$ cat src/rtl/req_arbiter83_pkg.sv
// req_arbiter83_pkg
//   Shared definitions for the req_arbiter83 block: arbiter state encoding,
//   requester count / index width, and the active-low 7-segment patterns
//   (bit order gfedcba) for digits 0..7 plus the blank pattern.
//   Optional feature macro used by the block: ROUND_ROBIN_EN.
package req_arbiter83_pkg;

  localparam int NREQ = 8;
  localparam int IDXW = 3;

  typedef enum logic [1:0] {
    IDLE     = 2'd0,
    GRANT    = 2'd1,
    COOLDOWN = 2'd2
  } state_t;

  localparam logic [6:0] SEG_BLANK = 7'h7F;
  localparam logic [6:0] SEG_0     = 7'h40;
  localparam logic [6:0] SEG_1     = 7'h79;
  localparam logic [6:0] SEG_2     = 7'h24;
  localparam logic [6:0] SEG_3     = 7'h30;
  localparam logic [6:0] SEG_4     = 7'h19;
  localparam logic [6:0] SEG_5     = 7'h12;
  localparam logic [6:0] SEG_6     = 7'h02;
  localparam logic [6:0] SEG_7     = 7'h78;

  function automatic logic [6:0] seg7(input logic [IDXW-1:0] idx);
    logic [6:0] s;
    case (idx)
      3'd0:    s = SEG_0;
      3'd1:    s = SEG_1;
      3'd2:    s = SEG_2;
      3'd3:    s = SEG_3;
      3'd4:    s = SEG_4;
      3'd5:    s = SEG_5;
      3'd6:    s = SEG_6;
      default: s = SEG_7;
    endcase
    return s;
  endfunction

endpackage

$ cat src/rtl/req_arbiter83_if.sv
// req_arbiter83_if
//   Request/grant bundle between requesters (master) and the arbiter (slave).
//   Signals:
//     en        arbitration enable
//     req       request lines, one per requester
//     rls       early release of the current grant
//     grant     one-hot grant
//     gnt_idx   binary index of the (last) winner
//     gnt_valid high while grant is non-zero
//     busy      high in GRANT and COOLDOWN
//     hex0      active-low 7-segment digit of gnt_idx, blank when idle
interface req_arbiter83_if;
  import req_arbiter83_pkg::*;

  logic            en;
  logic [NREQ-1:0] req;
  logic            rls;
  logic [NREQ-1:0] grant;
  logic [IDXW-1:0] gnt_idx;
  logic            gnt_valid;
  logic            busy;
  logic [6:0]      hex0;

  modport master (
    output en, req, rls,
    input  grant, gnt_idx, gnt_valid, busy, hex0
  );

  modport slave (
    input  en, req, rls,
    output grant, gnt_idx, gnt_valid, busy, hex0
  );
endinterface

$ cat src/rtl/req_arbiter83_grant_timer.sv
// grant_timer
//   Loadable down-counter with a zero flag. Load has priority over
//   decrement; decrement saturates at zero.
//   Ports:
//     clk, rst      clock, synchronous active-high reset (count -> 0)
//     load_i        load load_val_i into the counter
//     load_val_i    value to load
//     dec_i         decrement by one
//     zero_o        count is zero
module grant_timer #(
  parameter int CNT_W = 8
) (
  input  logic             clk,
  input  logic             rst,
  input  logic             load_i,
  input  logic [CNT_W-1:0] load_val_i,
  input  logic             dec_i,
  output logic             zero_o
);

  logic [CNT_W-1:0] cnt_q;
  logic [CNT_W-1:0] cnt_d;

  always_comb begin
    cnt_d = cnt_q;
    if (load_i) begin
      cnt_d = load_val_i;
    end else if (dec_i && (cnt_q != '0)) begin
      cnt_d = cnt_q - 1'b1;
    end
  end

  always_ff @(posedge clk) begin
    if (rst) begin
      cnt_q <= '0;
    end else begin
      cnt_q <= cnt_d;
    end
  end

  assign zero_o = (cnt_q == '0);

endmodule

$ cat src/rtl/req_arbiter83.sv
// req_arbiter83
//   Time-sliced arbiter for eight requesters sharing one indicator. A winner
//   holds a registered one-hot grant for HOLD_CYCLES cycles (or less on
//   release, loss of its request, or loss of enable), followed by a single
//   COOLDOWN cycle. The winner index and its 7-segment digit are registered
//   alongside the grant.
//   Optional feature macro: ROUND_ROBIN_EN (round-robin winner selection from
//   a rotating pointer); undefined gives fixed priority, highest index wins.
//   Ports:
//     clk  clock
//     rst  synchronous active-high reset
//     bus  req_arbiter83_if.slave (en/req/rls in, grant/index/display out)
module req_arbiter83
  import req_arbiter83_pkg::*;
#(
  parameter int HOLD_CYCLES = 4,
  parameter int CNT_W       = 8
) (
  input  logic           clk,
  input  logic           rst,
  req_arbiter83_if.slave bus
);

  state_t          state_q;
  logic [NREQ-1:0] grant_q;
  logic [IDXW-1:0] idx_q;
  logic            valid_q;
  logic            busy_q;
  logic [6:0]      hex_q;

  logic [IDXW-1:0] winner;
  logic            can_grant;
  logic            end_grant;
  logic            tmr_zero;
  logic            tmr_load;
  logic            tmr_dec;

`ifdef ROUND_ROBIN_EN
  logic [IDXW-1:0] ptr_q;

  // First asserted request at or after the pointer, wrapping 7 -> 0.
  function automatic logic [IDXW-1:0] pick_winner(input logic [NREQ-1:0] r,
                                                  input logic [IDXW-1:0] p);
    logic [IDXW-1:0] w;
    logic [IDXW-1:0] cand;
    logic            found;
    w     = '0;
    found = 1'b0;
    for (int k = 0; k < NREQ; k++) begin
      cand = p + IDXW'(k);
      if (!found && r[cand]) begin
        w     = cand;
        found = 1'b1;
      end
    end
    return w;
  endfunction

  assign winner = pick_winner(bus.req, ptr_q);
`else
  // Highest asserted index wins, like a priority 8-to-3 encoder.
  function automatic logic [IDXW-1:0] pick_winner(input logic [NREQ-1:0] r);
    logic [IDXW-1:0] w;
    w = '0;
    for (int k = 0; k < NREQ; k++) begin
      if (r[k]) begin
        w = IDXW'(k);
      end
    end
    return w;
  endfunction

  assign winner = pick_winner(bus.req);
`endif

  assign can_grant = bus.en && (|bus.req);
  assign end_grant = tmr_zero || bus.rls || !bus.req[idx_q] || !bus.en;

  // A new slice can start from IDLE or at the end of the one COOLDOWN
  // cycle, which keeps back-to-back grants exactly one idle cycle apart.
  assign tmr_load = (state_q != GRANT) && can_grant;
  assign tmr_dec  = (state_q == GRANT) && !end_grant;

  grant_timer #(.CNT_W(CNT_W)) u_timer (
    .clk        (clk),
    .rst        (rst),
    .load_i     (tmr_load),
    .load_val_i (CNT_W'(HOLD_CYCLES - 1)),
    .dec_i      (tmr_dec),
    .zero_o     (tmr_zero)
  );

  always_ff @(posedge clk) begin
    if (rst) begin
      state_q <= IDLE;
      grant_q <= '0;
      idx_q   <= '0;
      valid_q <= 1'b0;
      busy_q  <= 1'b0;
      hex_q   <= SEG_BLANK;
`ifdef ROUND_ROBIN_EN
      ptr_q   <= '0;
`endif
    end else begin
      case (state_q)
        IDLE, COOLDOWN: begin
          if (can_grant) begin
            state_q <= GRANT;
            grant_q <= NREQ'(1) << winner;
            idx_q   <= winner;
            valid_q <= 1'b1;
            busy_q  <= 1'b1;
            hex_q   <= seg7(winner);
`ifdef ROUND_ROBIN_EN
            ptr_q   <= winner + 1'b1;
`endif
          end else begin
            // idx_q keeps the last winner while idle.
            state_q <= IDLE;
            grant_q <= '0;
            valid_q <= 1'b0;
            busy_q  <= 1'b0;
            hex_q   <= SEG_BLANK;
          end
        end
        GRANT: begin
          // Any mix of terminating conditions yields a single COOLDOWN.
          if (end_grant) begin
            state_q <= COOLDOWN;
            grant_q <= '0;
            valid_q <= 1'b0;
            hex_q   <= SEG_BLANK;
          end
        end
        default: begin
          state_q <= IDLE;
          grant_q <= '0;
          valid_q <= 1'b0;
          busy_q  <= 1'b0;
          hex_q   <= SEG_BLANK;
        end
      endcase
    end
  end

  assign bus.grant     = grant_q;
  assign bus.gnt_idx   = idx_q;
  assign bus.gnt_valid = valid_q;
  assign bus.busy      = busy_q;
  assign bus.hex0      = hex_q;

endmodule

$ cat src/flat_wrapper.sv
// flat-port wrapper written by rule: the top's interface ports become plain ports
module req_arbiter83_flat import req_arbiter83_pkg::*;
#(
  parameter int HOLD_CYCLES = 4,
  parameter int CNT_W       = 8
)
  (clk, rst, bus_en, bus_req, bus_rls, bus_grant, bus_gnt_idx, bus_gnt_valid, bus_busy, bus_hex0);
  req_arbiter83_if bus_i ();
  input  logic clk;
  input  logic rst;
  input wire logic [$bits(bus_i.en)-1:0] bus_en;
  input wire logic [$bits(bus_i.req)-1:0] bus_req;
  input wire logic [$bits(bus_i.rls)-1:0] bus_rls;
  output wire logic [$bits(bus_i.grant)-1:0] bus_grant;
  output wire logic [$bits(bus_i.gnt_idx)-1:0] bus_gnt_idx;
  output wire logic [$bits(bus_i.gnt_valid)-1:0] bus_gnt_valid;
  output wire logic [$bits(bus_i.busy)-1:0] bus_busy;
  output wire logic [$bits(bus_i.hex0)-1:0] bus_hex0;
  assign bus_i.en = bus_en;
  assign bus_i.req = bus_req;
  assign bus_i.rls = bus_rls;
  assign bus_grant = bus_i.grant;
  assign bus_gnt_idx = bus_i.gnt_idx;
  assign bus_gnt_valid = bus_i.gnt_valid;
  assign bus_busy = bus_i.busy;
  assign bus_hex0 = bus_i.hex0;
  req_arbiter83 #(.HOLD_CYCLES(HOLD_CYCLES), .CNT_W(CNT_W)) u_core (.clk(clk), .rst(rst), .bus(bus_i));
endmodule
$ cat config.mk
export PLATFORM = sky130hd
export DESIGN_NAME = req_arbiter83_flat
export DESIGN_NICKNAME = d
export VERILOG_FILES = /design/src/rtl/req_arbiter83_pkg.sv /design/src/rtl/req_arbiter83_if.sv /design/src/rtl/req_arbiter83_grant_timer.sv /design/src/rtl/req_arbiter83.sv /design/src/flat_wrapper.sv
export SDC_FILE = /design/constraint.sdc
export NUM_CORES = 1
export LEC_CHECK = 0
export ABC_AREA = 1
export CORE_MARGIN = 3
export CORE_UTILIZATION = 40
export CTS_CLUSTER_DIAMETER = 40
export DETAILED_ROUTE_END_ITERATION = 8
export GPL_ROUTABILITY_DRIVEN = 0
export HOLD_SLACK_MARGIN = 0.02
export PLACE_DENSITY_LB_ADDON = 0.15
export SYNTH_ARGS = -nofsm -noshare
export SYNTH_HDL_FRONTEND = slang
export SYNTH_SLANG_ARGS = --single-unit
$ cat constraint.sdc
create_clock -name clk -period 1.94 [get_ports clk]
set_input_delay 0.194 -clock clk [delete_from_list [all_inputs] [get_ports clk]]
set_output_delay 0.194 -clock clk [all_outputs]
set_load 0.02 [all_outputs]
==> results.cfg <==
[power_and_ir_drop]
power_density_mw_per_mm2 = 717.4
ir_drop_uv = 460.6
p_total_mw = 1.389
power.leakage_nw = 0.8307

[finish]
diodes = 0
final_core_util = 0.5581
final_nets = 270
mostFrequentLayoutCells = nand2_1, clkdlybuf4s50_1, dfxtp_1, inv_1, a21oi_1
final_layout_size_suffix_gt1_frac = 0.09766
final_common_cell = nand2_1
layoutNonFillerInstCount = 302
post-route-cell-area_mm2 = 0.001936
syn_to_final_growth_pct = 29.56

[drt]
viasPerCell = 4.715
drt.antenna.violating_nets = 0
drtPass1Iterations = 4
drt-total-wl_um = 3504
drc_errors = 0
wire_per_inst_um = 11.60
num_vias = 1424
drt_iter0_markers = 74

[floorplan]
core_mm2 = 0.003468
die_area_mm2 = 0.004504
die_w_um = 67.12
pin_count = 32
initial_utilization = 0.4307
die_h_um = 67.12
rows = 21

[logic_synthesis]
ys_types = 24
synth-xor-area-share = 0.03518
yosysSeqAreaShare = 0.3886
synth_fp_nets = 232
synthAdderAreaFrac = 0.01675
synth_cells = 218
netlist_area_mm2 = 0.001494
synth_compound_area_frac = 0.1039
ys_warn_count = 0
syn_area_per_cell_um2 = 6.853
muxShareOfSynthArea = 0
yosys.area_share.simple = 0.3593
synth.ff_latch_count = 29
synth_top_family_by_area = simple AND/OR/NAND/NOR gates

[worst_setup_path]
slowest_stage = dfxtp_1
crit_required_ns = 2.15
crit_chain = inv_1 > ha_1 > nand2_1 > nor2_1 > nor2_1 > nand3_2 > inv_2 > nand2_1 > a21oi_1
path_max_fanout = 18
cp-start-kind = register
critPathMaxStageDelay_ns = 0.35
endpoint_kind = register
arrival_ns = 1.77
path_class = reg -> reg

[clock_tree]
clkSinkCount = 29
clkTransAtPathRegs_ns = 0.06
post_cts_buffers = 0
cts_root_buf = clkbuf_8
numCtsBuffers = 5
clk_latency_ns = 0.28
cts_resized = 0
cts_hold_buf = 0
clock_tree.buffer_depth = 2
htreeDepth = 2
cts_tree = done

[timing]
tightest_slew_ns = 0.3105
rsz0062_at_grt = no
fin_crit_ns = 1.561
slew_violations = 0
max_slew_margin = 0.7927
timing.setup.tns_ns = 0
setup_ws_ns = 0.3786
holdWs_ns = 0.4602
fin_crit_sh = 0.8048
fmax_mhz = 640.5
hold_violations = 0
skew_ns = 0.003003
setup_viol = 0

[grt]
grt_pass1_vias = 1369
grt_first_pass_wirelength_um = 6147
grt_max_degree = 19
grt_usage = 0.1860
antenna_found_initial = 0
gr-total-overflow = 0

[placement]
dp_cells = 295
post-dp-hpwl_um = 2732
port_buffers = 31
place_area_mm2 = 0.001849
pre_cts_ws_ns = 0.1280

[hold_path]
hp-class = reg -> reg

[run_status]
status = completed

[flow_run]
maxCapViolations = 0
routing by layer:
layer / up-vias / track usage / routed length, um
met2: 34 / 0.2712 / 1551
met4: 0 / 0.07595 / 59
met3: 7 / 0.05734 / 183
met1: 623 / 0.2528 / 1709
met5: - / 0 / 0
li1: 760 / - / -
path summary, 6_finish.rpt:
kind                                              start                  end  slack (ns)  cells after the start
worst max-delay path            u_core.u_timer.cnt_q[0]  u_core.bus.grant[4]        0.38                      9
worst min-delay path                u_core.bus.grant[7]  u_core.bus.grant[7]        0.46                      2
worst max register to register  u_core.u_timer.cnt_q[0]  u_core.bus.grant[4]        0.38                      9
worst min register to register      u_core.bus.grant[7]  u_core.bus.grant[7]        0.46                      2
power breakdown:
group	switching [mW]	total, mW	internal (mW)	leakage [nW]
Sequential	0.0191	0.640	0.621	0.237
Combinational	0.146	0.256	0.110	0.549
Clock	0.212	0.492	0.280	0.0443
Total	0.377	1.39	1.01	0.831
synth_stat cells:
cell type,count,area [um^2]
nand2_2,2,12.51
xor2_1,4,35.03
nand3_1,16,80.08
ha_1,2,25.02
inv_1,22,82.58
nor2_1,20,75.07
nand3_2,1,10.01
buf_12,1,20.02
o21ai_0,2,10.01
nor3_1,2,10.01
dfxtp_1,29,580.6
nand4_1,2,12.51
nor3_2,2,20.02
a21oi_4,1,16.27
nor2_2,2,12.51
a211oi_1,2,15.01
a21oi_2,1,8.760
clkbuf_1,2,7.510
a21oi_1,21,105.1
nand2_1,75,281.5
xnor2_1,2,17.52
nor2_4,2,22.52
buf_6,2,22.52
inv_2,3,11.26
layout make-up:
| type | count | area (um^2) |
|---|---|---|
| clock buffer | 7 | 86.33 |
| tap | 46 | 57.56 |
| multi-input combinational | 159 | 769.5 |
| timing repair buffer | 36 | 347.8 |
| inverter | 25 | 93.84 |
| sequential | 29 | 580.6 |
| fill | 357 | 1533 |
registers in the layout, summed over array words and instances (netlist names):
register	flops
u_core.bus.busy	1
u_core.bus.grant	8
u_core.u_timer.cnt_q	8
u_core.bus.hex0	7
u_core.bus.gnt_idx	3
u_core.state_q	2
kinds of logic after synthesis:
| kind of cell | count (synthesis) |
|---|---|
| and+or+nand+nor | 124 |
| buffers and inverters | 30 |
| DFF | 29 |
| AOI/OAI and AO/OA | 27 |
| xor gates and xnor gates | 6 |
| adders and majority gates | 2 |
critical path: cells and delay by family (launching register included):
| kind | cells | cell delay (ns) |
|---|---|---|
| AOI/OAI and AO/OA | 1 | 0.15 |
| adders and majority gates | 1 | 0.20 |
| buffers and inverters | 2 | 0.37 |
| DFF | 1 | 0.35 |
| and+or+nand+nor | 5 | 0.42 |
(Power assumes the default switching activity.)
